==> src/rtl/mm_gen.sv <==
// ---------------------------------------------------------------------------
// mm_gen : restartable NxN signed matrix-multiply engine on a shared
//          request/response memory port.
//
// On start the engine reads A (N*N words at ADRA) and B (N*N words at ADRB)
// into local buffers, computes C = A*B one element at a time with an N-cycle
// signed MAC loop, and writes each C element to ADRO as soon as it is ready.
// After the last write is accepted it pulses done and returns to idle.
//
// Ports:
//   clk       clock, all state on the rising edge
//   rst       asynchronous reset, active low
//   start     job start, only looked at while idle
//   cfg_trb   1 = B is stored transposed in memory (latched on start)
//   cfg_sat   1 = clamp C to the signed DW range, 0 = keep low DW bits
//   in_val    read data valid (responses return in request order)
//   in_dat    read data
//   in_ouval  current request accepted this cycle
//   ou_val    request valid
//   ou_adr    request byte address
//   ou_dat    write data
//   ou_wrt    1 = write request, 0 = read request
//   busy      job in progress
//   done      one-cycle pulse after the final write is accepted
// ---------------------------------------------------------------------------
module mm_gen #(
  parameter int          N    = 4,
  parameter int          DW   = 32,
  parameter logic [31:0] ADRA = 32'h3800_00C0,
  parameter logic [31:0] ADRB = 32'h3800_0100,
  parameter logic [31:0] ADRO = 32'h3800_0140
) (
  input  logic          clk,
  input  logic          rst,
  input  logic          start,
  input  logic          cfg_trb,
  input  logic          cfg_sat,
  input  logic          in_val,
  input  logic [DW-1:0] in_dat,
  input  logic          in_ouval,
  output logic          ou_val,
  output logic [31:0]   ou_adr,
  output logic [DW-1:0] ou_dat,
  output logic          ou_wrt,
  output logic          busy,
  output logic          done
);

  localparam int NN  = N * N;
  localparam int TOT = 2 * NN;
  localparam int CW  = $clog2(TOT + 1);
  localparam int XW  = $clog2(NN);
  localparam int IW  = $clog2(N);
  localparam int AW  = 2 * DW + 3;

  localparam logic [CW-1:0] TOT_C  = CW'(TOT);
  localparam logic [CW-1:0] NN_C   = CW'(NN);
  localparam logic [XW-1:0] NX     = XW'(N);
  localparam logic [IW-1:0] LAST_I = IW'(N - 1);

  // Signed DW-bit range limits expressed at accumulator width
  localparam logic signed [AW-1:0] SMAX = {{(AW-DW+1){1'b0}}, {(DW-1){1'b1}}};
  localparam logic signed [AW-1:0] SMIN = {{(AW-DW+1){1'b1}}, {(DW-1){1'b0}}};

  typedef enum logic [2:0] {
    IDLE,
    LOAD,
    CALC,
    STORE,
    FIN
  } state_t;

  state_t                 state;
  logic                   trb_q;
  logic                   sat_q;
  logic [CW-1:0]          req_cnt;
  logic [CW-1:0]          rsp_cnt;
  logic [IW-1:0]          row_i;
  logic [IW-1:0]          col_j;
  logic [IW-1:0]          k_idx;
  logic signed [AW-1:0]   acc;

  logic signed [DW-1:0]   abuf [NN];
  logic signed [DW-1:0]   bbuf [NN];

  logic [XW-1:0]          a_idx;
  logic [XW-1:0]          b_idx;
  logic signed [DW-1:0]   a_cur;
  logic signed [DW-1:0]   b_cur;
  logic signed [2*DW-1:0] prod;
  logic signed [AW-1:0]   acc_next;

  // Byte address of the n-th read: first all of A, then all of B
  function automatic logic [31:0] rd_addr(input logic [CW-1:0] n);
    if (n < NN_C)
      return ADRA + (32'(n) << 2);
    else
      return ADRB + (32'(n - NN_C) << 2);
  endfunction

  // Byte address of output element (i,j), row-major
  function automatic logic [31:0] wr_addr(input logic [IW-1:0] i,
                                          input logic [IW-1:0] j);
    return ADRO + ((32'(i) * 32'(N) + 32'(j)) << 2);
  endfunction

  // Reduce the wide accumulator to a bus word, clamping when requested
  function automatic logic [DW-1:0] fmt(input logic signed [AW-1:0] v,
                                        input logic               s);
    if (s && (v > SMAX))
      return SMAX[DW-1:0];
    else if (s && (v < SMIN))
      return SMIN[DW-1:0];
    else
      return v[DW-1:0];
  endfunction

  // One MAC term per CALC cycle. The B operand index depends on whether B
  // sits in memory as B or as its transpose; the accumulator is widened
  // enough that N products of two DW-bit values can never overflow it.
  always_comb begin
    a_idx    = XW'(row_i) * NX + XW'(k_idx);
    b_idx    = trb_q ? (XW'(col_j) * NX + XW'(k_idx))
                     : (XW'(k_idx) * NX + XW'(col_j));
    a_cur    = abuf[a_idx];
    b_cur    = bbuf[b_idx];
    prod     = a_cur * b_cur;
    acc_next = acc + {{3{prod[2*DW-1]}}, prod};
  end

  // Operand buffers. Each accepted response goes to the next free slot;
  // responses beyond the expected count or outside LOAD are dropped. The
  // buffers carry no reset because every slot is rewritten before use.
  always_ff @(posedge clk) begin
    if ((state == LOAD) && in_val && (rsp_cnt < TOT_C)) begin
      if (rsp_cnt < NN_C)
        abuf[XW'(rsp_cnt)] <= in_dat;
      else
        bbuf[XW'(rsp_cnt - NN_C)] <= in_dat;
    end
  end

  // Main controller. All bus outputs are registered here, so the request
  // for the next address or the next write is prepared one edge ahead and
  // the address/data are zeroed whenever no request is pending.
  always_ff @(posedge clk or negedge rst) begin
    if (!rst) begin
      state   <= IDLE;
      trb_q   <= 1'b0;
      sat_q   <= 1'b0;
      req_cnt <= '0;
      rsp_cnt <= '0;
      row_i   <= '0;
      col_j   <= '0;
      k_idx   <= '0;
      acc     <= '0;
      ou_val  <= 1'b0;
      ou_adr  <= '0;
      ou_dat  <= '0;
      ou_wrt  <= 1'b0;
      busy    <= 1'b0;
      done    <= 1'b0;
    end else begin
      case (state)
        IDLE: begin
          done <= 1'b0;
          if (start) begin
            state   <= LOAD;
            trb_q   <= cfg_trb;
            sat_q   <= cfg_sat;
            req_cnt <= '0;
            rsp_cnt <= '0;
            busy    <= 1'b1;
            ou_val  <= 1'b1;
            ou_wrt  <= 1'b0;
            ou_adr  <= rd_addr('0);
            ou_dat  <= '0;
          end
        end

        LOAD: begin
          // Requests and responses are tracked independently since reads
          // can return with any latency, including in the accept cycle.
          if (ou_val && in_ouval) begin
            req_cnt <= req_cnt + CW'(1);
            if (req_cnt == TOT_C - CW'(1)) begin
              ou_val <= 1'b0;
              ou_adr <= '0;
            end else begin
              ou_adr <= rd_addr(req_cnt + CW'(1));
            end
          end
          if (in_val && (rsp_cnt < TOT_C))
            rsp_cnt <= rsp_cnt + CW'(1);
          if (rsp_cnt == TOT_C) begin
            state <= CALC;
            row_i <= '0;
            col_j <= '0;
            k_idx <= '0;
            acc   <= '0;
          end
        end

        CALC: begin
          acc <= acc_next;
          if (k_idx == LAST_I) begin
            state  <= STORE;
            ou_val <= 1'b1;
            ou_wrt <= 1'b1;
            ou_adr <= wr_addr(row_i, col_j);
            ou_dat <= fmt(acc_next, sat_q);
          end else begin
            k_idx <= k_idx + IW'(1);
          end
        end

        STORE: begin
          // Address and data stay put until the write is taken
          if (in_ouval) begin
            ou_val <= 1'b0;
            ou_wrt <= 1'b0;
            ou_adr <= '0;
            ou_dat <= '0;
            if ((row_i == LAST_I) && (col_j == LAST_I)) begin
              state <= FIN;
              done  <= 1'b1;
              busy  <= 1'b0;
            end else begin
              state <= CALC;
              k_idx <= '0;
              acc   <= '0;
              if (col_j == LAST_I) begin
                col_j <= '0;
                row_i <= row_i + IW'(1);
              end else begin
                col_j <= col_j + IW'(1);
              end
            end
          end
        end

        FIN: begin
          done  <= 1'b0;
          state <= IDLE;
        end

        default: begin
          state  <= IDLE;
          ou_val <= 1'b0;
          ou_wrt <= 1'b0;
          ou_adr <= '0;
          ou_dat <= '0;
          busy   <= 1'b0;
          done   <= 1'b0;
        end
      endcase
    end
  end

endmodule

==> config.mk <==
export PLATFORM = sky130hd
export DESIGN_NAME = mm_gen
export DESIGN_NICKNAME = d
export VERILOG_FILES = /design/src/rtl/mm_gen.sv
export SDC_FILE = /design/constraint.sdc
export NUM_CORES = 2
export LEC_CHECK = 0
export CELL_PAD_IN_SITES_DETAIL_PLACEMENT = 1
export CELL_PAD_IN_SITES_GLOBAL_PLACEMENT = 2
export CORE_ASPECT_RATIO = 1.5
export CORE_MARGIN = 2
export CORE_UTILIZATION = 41
export CTS_CLUSTER_SIZE = 12
export DETAILED_ROUTE_END_ITERATION = 8
export PLACE_DENSITY_LB_ADDON = 0.1
export SKIP_LAST_GASP = 1
export SLEW_MARGIN = 10
export SYNTH_ARGS = -nofsm -noshare
export SYNTH_HDL_FRONTEND = slang
export SYNTH_SLANG_ARGS = --single-unit
==> constraint.sdc <==
create_clock -name clk -period 13.99 [get_ports clk]
set_clock_uncertainty 0.1 [all_clocks]
set_input_delay 2.798 -clock clk [delete_from_list [all_inputs] [get_ports clk]]
set_output_delay 2.798 -clock clk [all_outputs]
set_load 0.05 [all_outputs]
==> flow_summary.toml <==
[outcome]
status = "completed"

[setup_path]
critical_path_buf_inv_count = 10
worstSetupStartpointType = "register"
crit_type = "reg -> reg"
cp.depth = 47
rr_startpoint = "k_idx[0]"
r2r_cells = 47
required_ps = 14510
ff2ff_setup_slack_ps = 540
cp_max_fo = 25
endpoint_kind = "register"
r2r_end = "ou_dat[16]"
critical_path.slowest_cell = "fa_1"
cp_top_family = "adder cells"
cp_common_cell = "fa_1"
crit_arrival_ps = 13970
critical_path.max_stage_delay_ps = 590

[global_route]
use_met3_pct = 2.51
top_usage_layer = "met2"
met1_usage_pct = 31.8
grt_max_degree = 66
use_met2_pct = 52.0
grt_pass1_wl_mm = 430
overflow = 0
antenna_found_initial = 10
first_global_vias = 64800
track_usage_pct = 27.8

[min_path]
holdPathEnd = "ou_adr[3]"
worstHoldPathType = "reg -> reg"
hold_depth = 2
worstHoldStart = "ou_adr[3]"

[logic_synthesis]
synth_largest_area_cell = "edfxtp_1"
synth_top_area_share_pct = 36.3
ys.flop_type = "edfxtp_1"
netlist-cell-type-count = 105
ys_seq_area_share_pct = 40.2
synth_edf_count = 1024
syn-cell-area_mm2 = 0.0847
synth-simple-area-share_pct = 11.9
avgSynthCellArea_um2 = 11.5
yosys_warnings = 0
synth_area_leaders = "edfxtp_1, fa_1, nand2_1, inv_1, dfrtp_1"
synth-xor-area-share_pct = 1.31
synth.area.mux_share_pct = 4.57
synth_compound_area_share_pct = 5.96
ys_seq_elements = 1158
synth-adder-area-share_pct = 29.5
netlist_instances = 7342
synth_top_family_by_area = "adder cells"
ys_async_sr_fraction_pct = 11.6

[placement]
placed_area_mm2 = 0.0920
io_buffers = 84
dp_hpwl_mm = 220
gp_congestion = 0.916

[timing]
hold_viol = 0
relSlewSlack_pct = 12.5
drv_slew = 0
hold_slack_ps = 381
fmax_mhz = 74.3
period_needed_ps = 13450
worst_pin_slew_ps = 1310
setup_viol = 0
timing.final.crit_share_pct = 96.2

[run]
drv_cap = 0

[drt]
drt_iter0_drc = 3206
postRouteAntennaNets = 0
num_vias = 57000
routedWlPerCell_um = 27.9
wl_mm = 290
remaining_drc_errors = 0
dr.pass1.iters = 5
viasPerCell = 5.48

[floorplan]
core_area_mm2 = 0.206
start_util_pct = 41.2
rows = 204
die_h_um = 561
io_pins = 107
die_w_um = 375
dieArea_mm2 = 0.210

[clocking]
cts.htree.levels = 3
clkTransAtPathRegs_ps = 60
root_buffer = "clkbuf_16"
cts_hold_buf = 0
cts_sinks = 1158
insertion_delay_ps = 780
cts_buffer_depth = 3
cts_buffers = 118
cts_tree = "yes"

[final_layout]
layout_commonest_cell = "nand2_1"
fin_nets = 9028
layout_common_cells = "nand2_1, fa_1, edfxtp_1"
areaGrowthSynthToFinish_pct = 13.4
stdcell_area_mm2 = 0.0961
drive_above_1_share_pct = 12.3
-- area by class of cell --
type                       instances  area (µm²)
clock inverter                    36         510
inverter                        1021        3840
clock buffer                     165        3190
multi-input combinational       4796       46200
tap                             2678        3350
sequential                      1158       34100
antenna                            6        15.0
fill                           21600      110000
timing repair buffer             544        4880
-- stage by stage --
stage	setup TNS, ps	std cells	utilization [%]	worst slack [ps]
6_report	0	10400	46.7	538
3_3_place_gp	-17150	10200	44.7	-556
3_5_place_dp	-26720	10200	44.7	-862
4_1_cts	0	10400	46.6	74.3
2_1_floorplan	0	7363	-	724
5_1_grt	-24.6	10400	46.7	-7.88
-- tightest hold or removal path: stages, from the launching register on --
cell	delay (ps)
dfrtp_1	340
nand2_1	50
o21ai_0	60
-- worst max path at each step --
stage	from	slack [ps]	endpoint
2_1_floorplan	k_idx[0]	720	ou_dat[16]
3_3_place_gp	col_j[1]	-560	ou_dat[1]
6_report	k_idx[0]	540	ou_dat[16]
5_1_grt	trb_q	-8	ou_dat[20]
4_1_cts	col_j[1]	70	ou_dat[1]
3_5_place_dp	col_j[1]	-860	ou_dat[1]
-- registers in the layout, indices dropped and copies added (netlist names) --
signal   count
req_cnt      6
row_i        2
abuf       512
acc         67
k_idx        2
busy         1
sat_q        1
state        3
ou_dat      32
done         1
ou_wrt       1
bbuf       512
ou_val       1
ou_adr       8
rsp_cnt      6
col_j        2
trb_q        1
-- synth_stat cells (61+ instances only) --
| library cell | n |
|---|---|
| clkbuf_1 | 264 |
| mux4_2 | 140 |
| xnor2_1 | 79 |
| nand2_1 | 1120 |
| inv_1 | 1010 |
| o21ai_0 | 116 |
| nand3_1 | 244 |
| edfxtp_1 | 1024 |
| ha_1 | 267 |
| dfrtp_1 | 134 |
| fa_1 | 1083 |
| a311oi_1 | 61 |
| nor2_1 | 664 |
| buf_1 | 67 |
| a21oi_1 | 136 |
| and3_1 | 80 |
-- routing by layer --
metal  share of wire (%)  wire, µm  vias to the layer above
met2                  54    156000                     1252
met5                   0         0                        -
met4                 5.3     15400                        0
met1                  38    109000                    30400
li1                    -         -                    24800
met3                 3.2      9180                      540
-- logic make-up after synthesis --
family,count (synthesis)
buf+inv,1410
flops,1158
mux,208
compound gates,723
xor+xnor,125
other cells,1
fa+ha+maj,1350
simple gates,2367
-- timing repair --
action                     CTS  global route
setup endpoints to repair   33            32
resized for setup           13            33
pin swaps                    1             3
setup buffers                2            12
gates cloned                 0             3
Power is not shown: default switching activity piles up to over one toggle a cycle in this logic, so the estimate is an artifact.
